`src/rtl/eth_pkg.sv`:
```
// Shared Ethernet TX definitions: framing constants, CRC-32 parameters,
// transmitter state encoding and the per-dibit reflected CRC step.
package eth_pkg;

   localparam logic [63:0] PREAMBLE_SFD    = 64'h55_55_55_55_55_55_55_D5;
   localparam logic [31:0] CRC32_POLY_REFL = 32'hEDB8_8320;
   localparam logic [31:0] CRC32_INIT      = 32'hFFFF_FFFF;
   localparam int          MIN_PAYLOAD     = 46;

   localparam int PREAMBLE_DIBITS = 32;
   localparam int HEADER_DIBITS   = 56;
   localparam int FCS_DIBITS      = 16;

   typedef enum logic [2:0] {
      ST_IDLE,
      ST_PREAMBLE,
      ST_HEADER,
      ST_PAYLOAD,
      ST_PAD,
      ST_FCS,
      ST_IPG,
      ST_DRAIN
   } tx_state_t;

   // Two serial steps of the reflected CRC; d[0] goes on the wire first.
   function automatic logic [31:0] crc32_step2(input logic [31:0] crc, input logic [1:0] d);
      logic [31:0] c;
      c = crc;
      for (int i = 0; i < 2; i++) begin
         c = (c[0] ^ d[i]) ? ((c >> 1) ^ CRC32_POLY_REFL) : (c >> 1);
      end
      return c;
   endfunction

endpackage

```
`src/rtl/crc32_dibit.sv`:
```
// Running CRC-32 (reflected 0xEDB88320) advanced by one RMII dibit per enabled cycle.
module crc32_dibit
   import eth_pkg::*;
(
   input  logic        clk,
   input  logic        rst_n,
   input  logic        clear,
   input  logic        en,
   input  logic [1:0]  d,
   output logic [31:0] crc
);

   logic [31:0] crc_reg;

   always_ff @(posedge clk or negedge rst_n) begin
      if (!rst_n) begin
         crc_reg <= CRC32_INIT;
      end else if (clear) begin
         crc_reg <= CRC32_INIT;
      end else if (en) begin
         crc_reg <= crc32_step2(crc_reg, d);
      end
   end

   assign crc = crc_reg;

endmodule

```
`src/rtl/rmii_frame_tx.sv`:
```
// Streaming RMII Ethernet II transmitter: preamble, header, payload, pad, in-line FCS, IPG.
// Each cycle the FSM picks the dibit registered onto TXD, so IDLE already emits the first preamble dibit.
module rmii_frame_tx
   import eth_pkg::*;
#(
   parameter logic [47:0] SRC_MAC     = 48'h69_69_69_69_69_69,
   parameter logic [47:0] DST_MAC     = 48'hFF_FF_FF_FF_FF_FF,
   parameter logic [15:0] ETHERTYPE   = 16'h1234,
   parameter int          MAX_PAYLOAD = 1500,
   parameter int          IPG_DIBITS  = 48
) (
   input  logic       clk,
   input  logic       rst_n,
   input  logic [7:0] s_tdata,
   input  logic       s_tvalid,
   input  logic       s_tlast,
   output logic       s_tready,
   output logic       txen,
   output logic [1:0] txd,
   output logic       busy,
   output logic       frame_done,
   output logic       err_underrun,
   output logic       err_oversize
);

   localparam logic [111:0] HDR = {DST_MAC, SRC_MAC, ETHERTYPE};

   tx_state_t   state_reg, state_next;
   logic [15:0] cnt_reg, cnt_next;
   logic [10:0] byte_cnt_reg, byte_cnt_next;
   logic [7:0]  shift_reg, shift_next;
   logic        last_reg, last_next;
   logic        underrun_reg, underrun_next;
   logic        drain_reg, drain_next;
   logic        txen_reg, txen_next;
   logic [1:0]  txd_reg, dibit;
   logic        busy_reg, busy_next;
   logic        done_reg, done_next;
   logic        ur_reg, ur_next;
   logic        ov_reg, ov_next;
   logic        ready, crc_en, crc_clear;
   logic [7:0]  pre_byte, hdr_byte, in_byte;
   logic [31:0] crc_val, fcs_word;

   crc32_dibit u_crc (
      .clk   (clk),
      .rst_n (rst_n),
      .clear (crc_clear),
      .en    (crc_en),
      .d     (dibit),
      .crc   (crc_val)
   );

   assign pre_byte = PREAMBLE_SFD[{3'd7 - cnt_reg[4:2], 3'b000} +: 8];
   assign hdr_byte = HDR[{4'd13 - cnt_reg[5:2], 3'b000} +: 8];
   // An underrun frame carries the uninverted CRC so every receiver rejects it.
   assign fcs_word = underrun_reg ? crc_val : ~crc_val;

   always_comb begin
      state_next    = state_reg;
      cnt_next      = cnt_reg + 16'd1;
      byte_cnt_next = byte_cnt_reg;
      shift_next    = shift_reg;
      last_next     = last_reg;
      underrun_next = underrun_reg;
      drain_next    = drain_reg;
      txen_next     = 1'b0;
      dibit         = 2'b00;
      done_next     = 1'b0;
      ur_next       = 1'b0;
      ov_next       = 1'b0;
      ready         = 1'b0;
      crc_en        = 1'b0;
      crc_clear     = 1'b0;
      in_byte       = 8'h00;
      case (state_reg)
         ST_IDLE: begin
            cnt_next      = 16'd0;
            byte_cnt_next = 11'd0;
            last_next     = 1'b0;
            underrun_next = 1'b0;
            drain_next    = 1'b0;
            crc_clear     = 1'b1;
            if (s_tvalid) begin
               state_next = ST_PREAMBLE;
               cnt_next   = 16'd1;
               txen_next  = 1'b1;
               dibit      = pre_byte[{cnt_reg[1:0], 1'b0} +: 2];
            end
         end
         ST_PREAMBLE: begin
            txen_next = 1'b1;
            dibit     = pre_byte[{cnt_reg[1:0], 1'b0} +: 2];
            if (cnt_reg == 16'(PREAMBLE_DIBITS - 1)) begin
               state_next = ST_HEADER;
               cnt_next   = 16'd0;
            end
         end
         ST_HEADER: begin
            txen_next = 1'b1;
            crc_en    = 1'b1;
            dibit     = hdr_byte[{cnt_reg[1:0], 1'b0} +: 2];
            if (cnt_reg == 16'(HEADER_DIBITS - 1)) begin
               state_next = ST_PAYLOAD;
               cnt_next   = 16'd0;
            end
         end
         ST_PAYLOAD: begin
            txen_next = 1'b1;
            crc_en    = 1'b1;
            if (cnt_reg[1:0] == 2'd0) begin
               // Byte slot: take the input byte, or substitute zero and end the frame on underrun.
               if (s_tvalid) begin
                  ready   = 1'b1;
                  in_byte = s_tdata;
                  if ((byte_cnt_reg + 11'd1 == 11'(MAX_PAYLOAD)) && !s_tlast) begin
                     ov_next    = 1'b1;
                     drain_next = 1'b1;
                     last_next  = 1'b1;
                  end else begin
                     last_next = s_tlast;
                  end
               end else begin
                  ur_next       = 1'b1;
                  underrun_next = 1'b1;
                  drain_next    = 1'b1;
                  last_next     = 1'b1;
               end
               shift_next    = in_byte;
               byte_cnt_next = byte_cnt_reg + 11'd1;
               dibit         = in_byte[1:0];
            end else begin
               dibit = shift_reg[{cnt_reg[1:0], 1'b0} +: 2];
            end
            if (cnt_reg[1:0] == 2'd3) begin
               cnt_next = 16'd0;
               if (last_reg) begin
                  state_next = (byte_cnt_reg < 11'(MIN_PAYLOAD)) ? ST_PAD : ST_FCS;
               end
            end
         end
         ST_PAD: begin
            txen_next = 1'b1;
            crc_en    = 1'b1;
            if (cnt_reg[1:0] == 2'd3) begin
               cnt_next      = 16'd0;
               byte_cnt_next = byte_cnt_reg + 11'd1;
               if (byte_cnt_reg + 11'd1 >= 11'(MIN_PAYLOAD)) begin
                  state_next = ST_FCS;
               end
            end
         end
         ST_FCS: begin
            txen_next = 1'b1;
            dibit     = fcs_word[{cnt_reg[3:0], 1'b0} +: 2];
            if (cnt_reg == 16'(FCS_DIBITS - 1)) begin
               done_next  = 1'b1;
               state_next = ST_IPG;
               cnt_next   = 16'd0;
            end
         end
         ST_IPG: begin
            if (cnt_reg == 16'(IPG_DIBITS - 1)) begin
               state_next = drain_reg ? ST_DRAIN : ST_IDLE;
               cnt_next   = 16'd0;
            end
         end
         ST_DRAIN: begin
            cnt_next = 16'd0;
            ready    = s_tvalid;
            if (s_tvalid && s_tlast) begin
               state_next = ST_IDLE;
            end
         end
         default: state_next = ST_IDLE;
      endcase
      busy_next = (state_next != ST_IDLE) && (state_next != ST_DRAIN);
   end

   always_ff @(posedge clk or negedge rst_n) begin
      if (!rst_n) begin
         state_reg    <= ST_IDLE;
         cnt_reg      <= 16'd0;
         byte_cnt_reg <= 11'd0;
         shift_reg    <= 8'h00;
         last_reg     <= 1'b0;
         underrun_reg <= 1'b0;
         drain_reg    <= 1'b0;
         txen_reg     <= 1'b0;
         txd_reg      <= 2'b00;
         busy_reg     <= 1'b0;
         done_reg     <= 1'b0;
         ur_reg       <= 1'b0;
         ov_reg       <= 1'b0;
      end else begin
         state_reg    <= state_next;
         cnt_reg      <= cnt_next;
         byte_cnt_reg <= byte_cnt_next;
         shift_reg    <= shift_next;
         last_reg     <= last_next;
         underrun_reg <= underrun_next;
         drain_reg    <= drain_next;
         txen_reg     <= txen_next;
         txd_reg      <= dibit;
         busy_reg     <= busy_next;
         done_reg     <= done_next;
         ur_reg       <= ur_next;
         ov_reg       <= ov_next;
      end
   end

   assign s_tready     = ready;
   assign txen         = txen_reg;
   assign txd          = txd_reg;
   assign busy         = busy_reg;
   assign frame_done   = done_reg;
   assign err_underrun = ur_reg;
   assign err_oversize = ov_reg;

endmodule

```
`config.mk`:
```
export PLATFORM = sky130hd
export DESIGN_NAME = rmii_frame_tx
export DESIGN_NICKNAME = d
export VERILOG_FILES = /design/src/rtl/eth_pkg.sv /design/src/rtl/crc32_dibit.sv /design/src/rtl/rmii_frame_tx.sv
export SDC_FILE = /design/constraint.sdc
export NUM_CORES = 1
export LEC_CHECK = 0
export ABC_AREA = 1
export CAP_MARGIN = 20
export CORE_MARGIN = 5
export CORE_UTILIZATION = 54
export DETAILED_ROUTE_END_ITERATION = 7
export PLACE_DENSITY = 0.79
export SLEW_MARGIN = 20
export SYNTH_ARGS = -nofsm -noshare
export SYNTH_HDL_FRONTEND = slang
export SYNTH_SLANG_ARGS = --single-unit
```
`constraint.sdc`:
```
create_clock -name clk -period 2.4 [get_ports clk]
set_input_delay 0.36 -clock clk [delete_from_list [all_inputs] [get_ports clk]]
set_output_delay 0.36 -clock clk [all_outputs]
set_load 0.01 [all_outputs]
```
======== Word level (Yosys, flattened, before mapping) ========
Index checks and enable logic that the tools add are counted.
storage, ports and cells
  word-level logic and storage cells ...... 125
  register bits after elaboration ......... 80
  output and inout bits ................... 8
  bits of input ports ..................... 12
cells by class
  equality and inequality tests ........... 18
  shift operators ......................... 6
  bitwise operators ....................... 5
  $lt $le $gt $ge ......................... 2
  add/subtract/negate cells ............... 4
  reduce and logical (&&, ||, !) cells .... 18
  muxes and demuxes ....................... 58
operators with widths
  kind                                                                          count
  32-bit two-way mux                                                            5
  16-bit one-hot mux with 7 select lines                                        1
  112-bit by 8-bit indexed part select with 8-bit output, first input constant  1
  16-bit two-way mux                                                            5
  64-bit by 7-bit indexed part select with 8-bit output, first input constant   1
  3-bit two-way mux                                                             11
  11-bit one-hot mux with 3 select lines                                        1
  16-bit by 6-bit == test with 1-bit output, second input constant              2
  32-bit inverter                                                               1
  32-bit by 6-bit indexed part select with 2-bit output                         1
  13-bit inverter with 14-bit output                                            2
  3-bit one-hot mux with 8 select lines                                         1
  8-bit by 4-bit indexed part select with 2-bit output                          3
  1-bit two-way mux                                                             23
  11-bit two-way mux                                                            2
  16-bit by 1-bit adder with 16-bit output, second input constant               1
  16-bit by 4-bit == test with 1-bit output, second input constant              1
  16-bit by 5-bit == test with 1-bit output, second input constant              1
  3-bit == test, second input constant                                          4
  11-bit by 1-bit adder with 11-bit output, second input constant               1
  11-bit == test, second input constant                                         1
  11-bit by 6-bit >= comparator with 1-bit output, second input constant        1
  11-bit by 6-bit < comparator with 1-bit output, second input constant         1
  1-bit one-hot mux with 2 select lines                                         5
  other kinds (22)                                                              35

======== Depth between registers and ports, before layout ========
  depth after elaboration ................. 11
  depth in mapped cells ................... 20
  gate-level depth less buffers ........... 19

======== Modules after synthesis ========
Synthesis repeated with hierarchy kept, for this count alone.
unflattened totals
  cell total of the unflattened synthesis .. 688
  area total of the unflattened synthesis .. 5,044.8 µm²
modules (own cells, without submodules)
  module         seq. area each (µm²)  cells an instance  instances  area an instance (µm²)
  rmii_frame_tx  1,201.2               473                1          3,345.7
  crc32_dibit    840.8                 215                1          1,699.1

======== Least setup slack after synthesis ========
OpenSTA, ideal clock, no wires.
  path type ............................... reg-to-reg
  start ................................... register cnt_reg[4]
  end ..................................... register u_crc.crc_reg[30], in the netlist u_crc.crc[30]
  data required time ...................... 2.324 ns
  data arrival time ....................... 2.136 ns
  setup slack ............................. 0.188 ns
  buffers on the path ..................... 0
  setup time .............................. 0.076 ns
  cell stages (with the launch flop) ...... 18
  period minus slack after synthesis ...... 2.212 ns
  cell sequence ........................... dfrtp_1 -> ha_1 -> inv_1 -> ha_1 -> inv_1 -> nand2_1 -> nand2_1 -> nand2_1 -> a21oi_1 -> nor2_1 -> nor2_2 -> nand3_2 -> nand2_4 -> inv_2 -> nand2_1 -> nand3_1 -> o21ai_1 -> inv_1
on the way
  word-level cells in the longest chain between the ends .. 11
  elaborated cells on any way between the ends .. 15
  classes of those cells .................. add/sub (2); shift (4); mux (6); bitwise (3)
ends and longest elaborated chain
  what                                                   RTL line                                  source
  start: declaration                                     rmii_frame_tx.sv:29                       logic [15:0] cnt_reg, cnt_next;
  start signal: assignment                               rmii_frame_tx.sv:197                      cnt_reg <= cnt_next;
  3-bit subtractor                                       rmii_frame_tx.sv:54                       assign pre_byte = PREAMBLE_SFD[{3'd7 - cnt_reg[4:2], 3'b000} +: 8];
  64-bit by 7-bit indexed part select with 8-bit output  rmii_frame_tx.sv:54
  8-bit by 4-bit indexed part select with 2-bit output   rmii_frame_tx.sv:88, rmii_frame_tx.sv:93
  2-bit two-way mux                                      rmii_frame_tx.sv:84                       if (s_tvalid) begin
  2-bit one-hot mux with 5 select lines *                rmii_frame_tx.sv:76                       case (state_reg)
  1-bit XOR                                              eth_pkg.sv:30                             c = (c[0] ^ d[i]) ? ((c >> 1) ^ CRC32_POLY_REFL) : (c >> 1);
  32-bit two-way mux                                     eth_pkg.sv:30
  13-bit inverter with 14-bit output (no source line)    n/a
  32-bit two-way mux *                                   eth_pkg.sv:30
  32-bit two-way mux *                                   crc32_dibit.sv:20                         end else if (en) begin
  32-bit two-way mux *                                   crc32_dibit.sv:18                         end else if (clear) begin
  end signal: assignment                                 crc32_dibit.sv:21                         crc_reg <= crc32_step2(crc_reg, d);
  end: declaration                                       crc32_dibit.sv:13                         logic [31:0] crc_reg;
Every way passes the cells marked *; elsewhere a longest branch is shown, timed or not. The select of a mux whose other input is x is not followed.
A chain may end at the register's enable or synchronous reset.

======== Worst setup path after layout ========
  start ................................... register cnt_reg[4]
  end ..................................... register u_crc.crc_reg[4], in the netlist u_crc.crc[4]
on the way
  word-level cells in the longest chain between the ends .. 10
  elaborated cells on any way between the ends .. 13
  classes of those cells .................. add/sub (2); shift (4); mux (6); bitwise (1)
ends and longest elaborated chain
  what                                                   RTL line
  3-bit subtractor                                       rmii_frame_tx.sv:54
  64-bit by 7-bit indexed part select with 8-bit output  rmii_frame_tx.sv:54
  8-bit by 4-bit indexed part select with 2-bit output   rmii_frame_tx.sv:88, rmii_frame_tx.sv:93
  2-bit two-way mux                                      rmii_frame_tx.sv:84
  2-bit one-hot mux with 5 select lines *                rmii_frame_tx.sv:76
  1-bit XOR *                                            eth_pkg.sv:30
  32-bit two-way mux * (2 in series)                     eth_pkg.sv:30
  32-bit two-way mux *                                   crc32_dibit.sv:20
  32-bit two-way mux *                                   crc32_dibit.sv:18
Marks and branches as above.

==> metrics.txt <==
Total Routing Usage GR=0.232; power share of the clock group=0.149; TNS Setup=0 ns; RSZ-0062 raised after global routing=yes; # diodes=0; DRT iter0 DRCs=roughly 380; CP required=between 2 and 3 ns; std cell rows=34; Initial Utilization=0.558; Clock Tree Root=clkbuf_8; IO Port Bufs=19; Reg power frac=0.298; number of flip-flops in the largest register=32; peak supply drop=0.000816 V; Post-Syn Area=slightly below 0.005 mm2; CP endpoint kind=flip-flop; period utilisation layout=0.991; max_cap viols=0; pwr/cell area=about 1400 mW/mm2; cell count after synthesis=673; CTS buffer count=9; share of the synthesized netlist area taken by xor and xnor gates=0.0214; clock latency on the worst-skew pair=0.37 ns; DIE WIDTH=105 um; vias in the first global route=between 4000 and 5000; max-slew violations=0; Clock H-tree levels=3; Critical Path Max Stage Delay=~0.42 ns; pre-CTS setup slack=approximately 0.022 ns; post-synthesis mux area share=0; Die Ht=105 um; Worst-Margin Slew=approximately 0.64 ns; Net Sw Frac=0.475; LEAKAGE=2.86 nW; Post-synth ARST share=1.00; Hold Path Class=input pin to async pin; die area=around 0.011 mm2; DR WL/cell=15.3 um; fraction of power consumed by combinational cells=0.553; EDFF count, synth=0; Synth Area in Simple Gates=0.322; final setup fails=0; clock transition at the registers of the reported paths=0.08 ns; #FFs+latches synth=80; WP data arrival=approximately 2.7 ns; Boundary Pins=20; largest net degree at the start of global routing=50; critical path launch point type=flip-flop; Final GP Congestion=0.948; DR vias=4725; CTS max path bufs=2; outcome=finished, final reports clean; Final Critical Period=2.38 ns; cell repeated most along the worst path=nand2_1; crit-path leading delay family=simple AND/OR/NAND/NOR gates; first-pass GRT wire length=approximately 21000 um; Post-DRT Antenna Nets=0; fmax=0.420 GHz; core area=between 0.008 and 0.009 mm2; Post-route DRC=0; Clock Sinks=80; Critical-path top delay cell=dfrtp_1; Final Skew=approximately 0.0086 ns; critical-path cell list=ha_4 > inv_4 > ha_4 > nand2_1 > nand2_2 > nand2_1 > a21oi_2 > nor2_2 > nor2_2 > buf_4 > nand3_4 > nand2_4 > inv_6 > nand2_1 > nand3_1 > o21ai_1 > inv_1; post-synth cell types=between 40 and 50; sequential share of the synthesized area=0.415; initial antenna violation count=0; Pint=0.00412 W; layout cells sized above 1=0.183; largest family of logic cells by synthesized area=simple AND/OR/NAND/NOR gates; grt total ovfl=0; vias per cell=approximately 5.7; critical path type=flip-flop to flip-flop; synthesis-to-finish area growth=17.8%; CP Buf/Inv Count=4; ys flop type=dfrtp_1; Pre-antenna DRT Iters=6; Syn Nets=~700; Post-Syn Area per Cell=7.30 um2; Slew HR=0.573; crit path max fanout=8; detailed placement HPWL=~8800 um; Post-Route WL=12800 um; CTS tree=done; Post-Synth Adder-Cell Area=0.0255; Sw Pwr=roughly 0.0037 W; final layout net count=between 700 and 800; Post-CTS Hold Buffers=0; final count of hold timing violations=0; Min Hold Slack=~0.0066 ns; compound-cell area share of the yosys netlist=0.109; synth warn=0; final worst-path setup slack=~0.022 ns
[area by class of cell]
| class | count | area [um2] |
|---|---|---|
| clock inverter | 4 | 55.1 |
| clock buffer | 12 | 188 |
| timing repair buffer | 52 | 442 |
| tap | 108 | 135 |
| sequential | 80 | 2040 |
| multi-input combinational | 472 | 2500 |
| fill | 719 | 3010 |
| inverter | 108 | 430 |
[final timing paths]
| kind | from | cells after the start | endpoint | slack (ns) |
|---|---|---|---|---|
| hold reg to reg | cnt_reg[15] | 1 | cnt_reg[15] | 0.48 |
| min in group clk | cnt_reg[15] | 1 | cnt_reg[15] | 0.48 |
| max in group asynchronous | rst_n | 2 | u_crc.crc[0] | 1.64 |
| setup reg to reg | cnt_reg[4] | 17 | u_crc.crc[4] | 0.02 |
| hold / removal | rst_n | 1 | cnt_reg[15] | 0.007 |
| setup / recovery | cnt_reg[4] | 17 | u_crc.crc[4] | 0.02 |
[per-layer routing]
metal | routed length [um] | up-vias | global-route usage
met5 | 0 | - | 0
met4 | 275 | 0 | 0.0834
met3 | 1030 | 32 | 0.0513
met2 | 6050 | 213 | 0.368
met1 | 5410 | 2216 | 0.314
li1 | - | 2264 | -
[worst reg2reg max path, delay by kind of cell (launching register included)]
kind | cells | cell delay (ns)
adder cells (fa/ha/maj) | 2 | 0.47
AO/OA/AOI/OAI | 2 | 0.23
AND/OR/NAND/NOR | 9 | 0.90
flip-flops | 1 | 0.42
buffers and inverters | 4 | 0.31
[what timing repair did]
action / CTS / global route
gates cloned: 1 / 1
endpoints found under the setup margin: 5 / 24
buffers inserted: 1 / 4
pin swaps: 2 / 7
gates resized for setup: 8 / 35
[cell usage in the layout, fill, tap and decap left out, types with 7 or more instances in the layout]
| cell | count |
|---|---|
| nand2_4 | 7 |
| clkbuf_8 | 10 |
| nor2_1 | 55 |
| nand2_1 | 177 |
| o22ai_1 | 13 |
| buf_4 | 32 |
| dfstp_2 | 32 |
| nand4_1 | 10 |
| inv_1 | 99 |
| o21ai_0 | 20 |
| a21oi_1 | 23 |
| dfrtp_1 | 46 |
| nand3_1 | 66 |
| nor3_1 | 12 |
| nand3_2 | 7 |
| xor2_1 | 11 |
| o21ai_1 | 15 |
| clkdlybuf4s50_1 | 17 |
| nand2_2 | 7 |
| ha_1 | 7 |
[synth_stat cells (6+ instances only)]
cell type | instances | share of area
a21oi_1 | 25 | 0.025
a22oi_1 | 6 | 0.0092
buf_6 | 6 | 0.014
dfrtp_1 | 48 | 0.24
dfstp_2 | 32 | 0.17
ha_1 | 10 | 0.025
inv_1 | 102 | 0.078
nand2_1 | 182 | 0.14
nand3_1 | 73 | 0.074
nand4_1 | 10 | 0.013
nor2_1 | 57 | 0.044
nor3_1 | 12 | 0.012
o21ai_0 | 22 | 0.022
o21ai_1 | 14 | 0.014
o22ai_1 | 13 | 0.017
xor2_1 | 11 | 0.020
[kinds of logic (layout without fill, tap and decap cells)]
group | after synthesis | in the layout
DFF | 80 | 80
and+or+nand+nor | 355 | 357
adders and majority gates | 10 | 10
xor gates and xnor gates | 12 | 12
AOI/OAI and AO/OA | 93 | 93
buffers and inverters | 123 | 176
[metrics by stage]
step           cell area [um2]  utilization  cells  power [W]
5_1_grt                   5790        0.658    836    0.00847
3_3_place_gp              5340        0.606    813    0.00608
6_report                  5790        0.658    836    0.00785
3_5_place_dp              5340        0.606    813    0.00624
4_1_cts                   5630        0.640    831    0.00755
2_1_floorplan             4910            -    673    0.00514
[power groups by stage]
| stage | combinational (W) | clock, W | sequential, W |
|---|---|---|---|
| after floorplan | 0.00291 | 0 | 0.00223 |
| after global placement | 0.00376 | 0 | 0.00231 |
| after detailed placement | 0.00391 | 0 | 0.00233 |
| after CTS | 0.00405 | 0.00119 | 0.00231 |
| after global routing | 0.00484 | 0.00124 | 0.00238 |
| final | 0.00434 | 0.00117 | 0.00234 |
No activity file was read; power rests on OpenSTA's default activity.
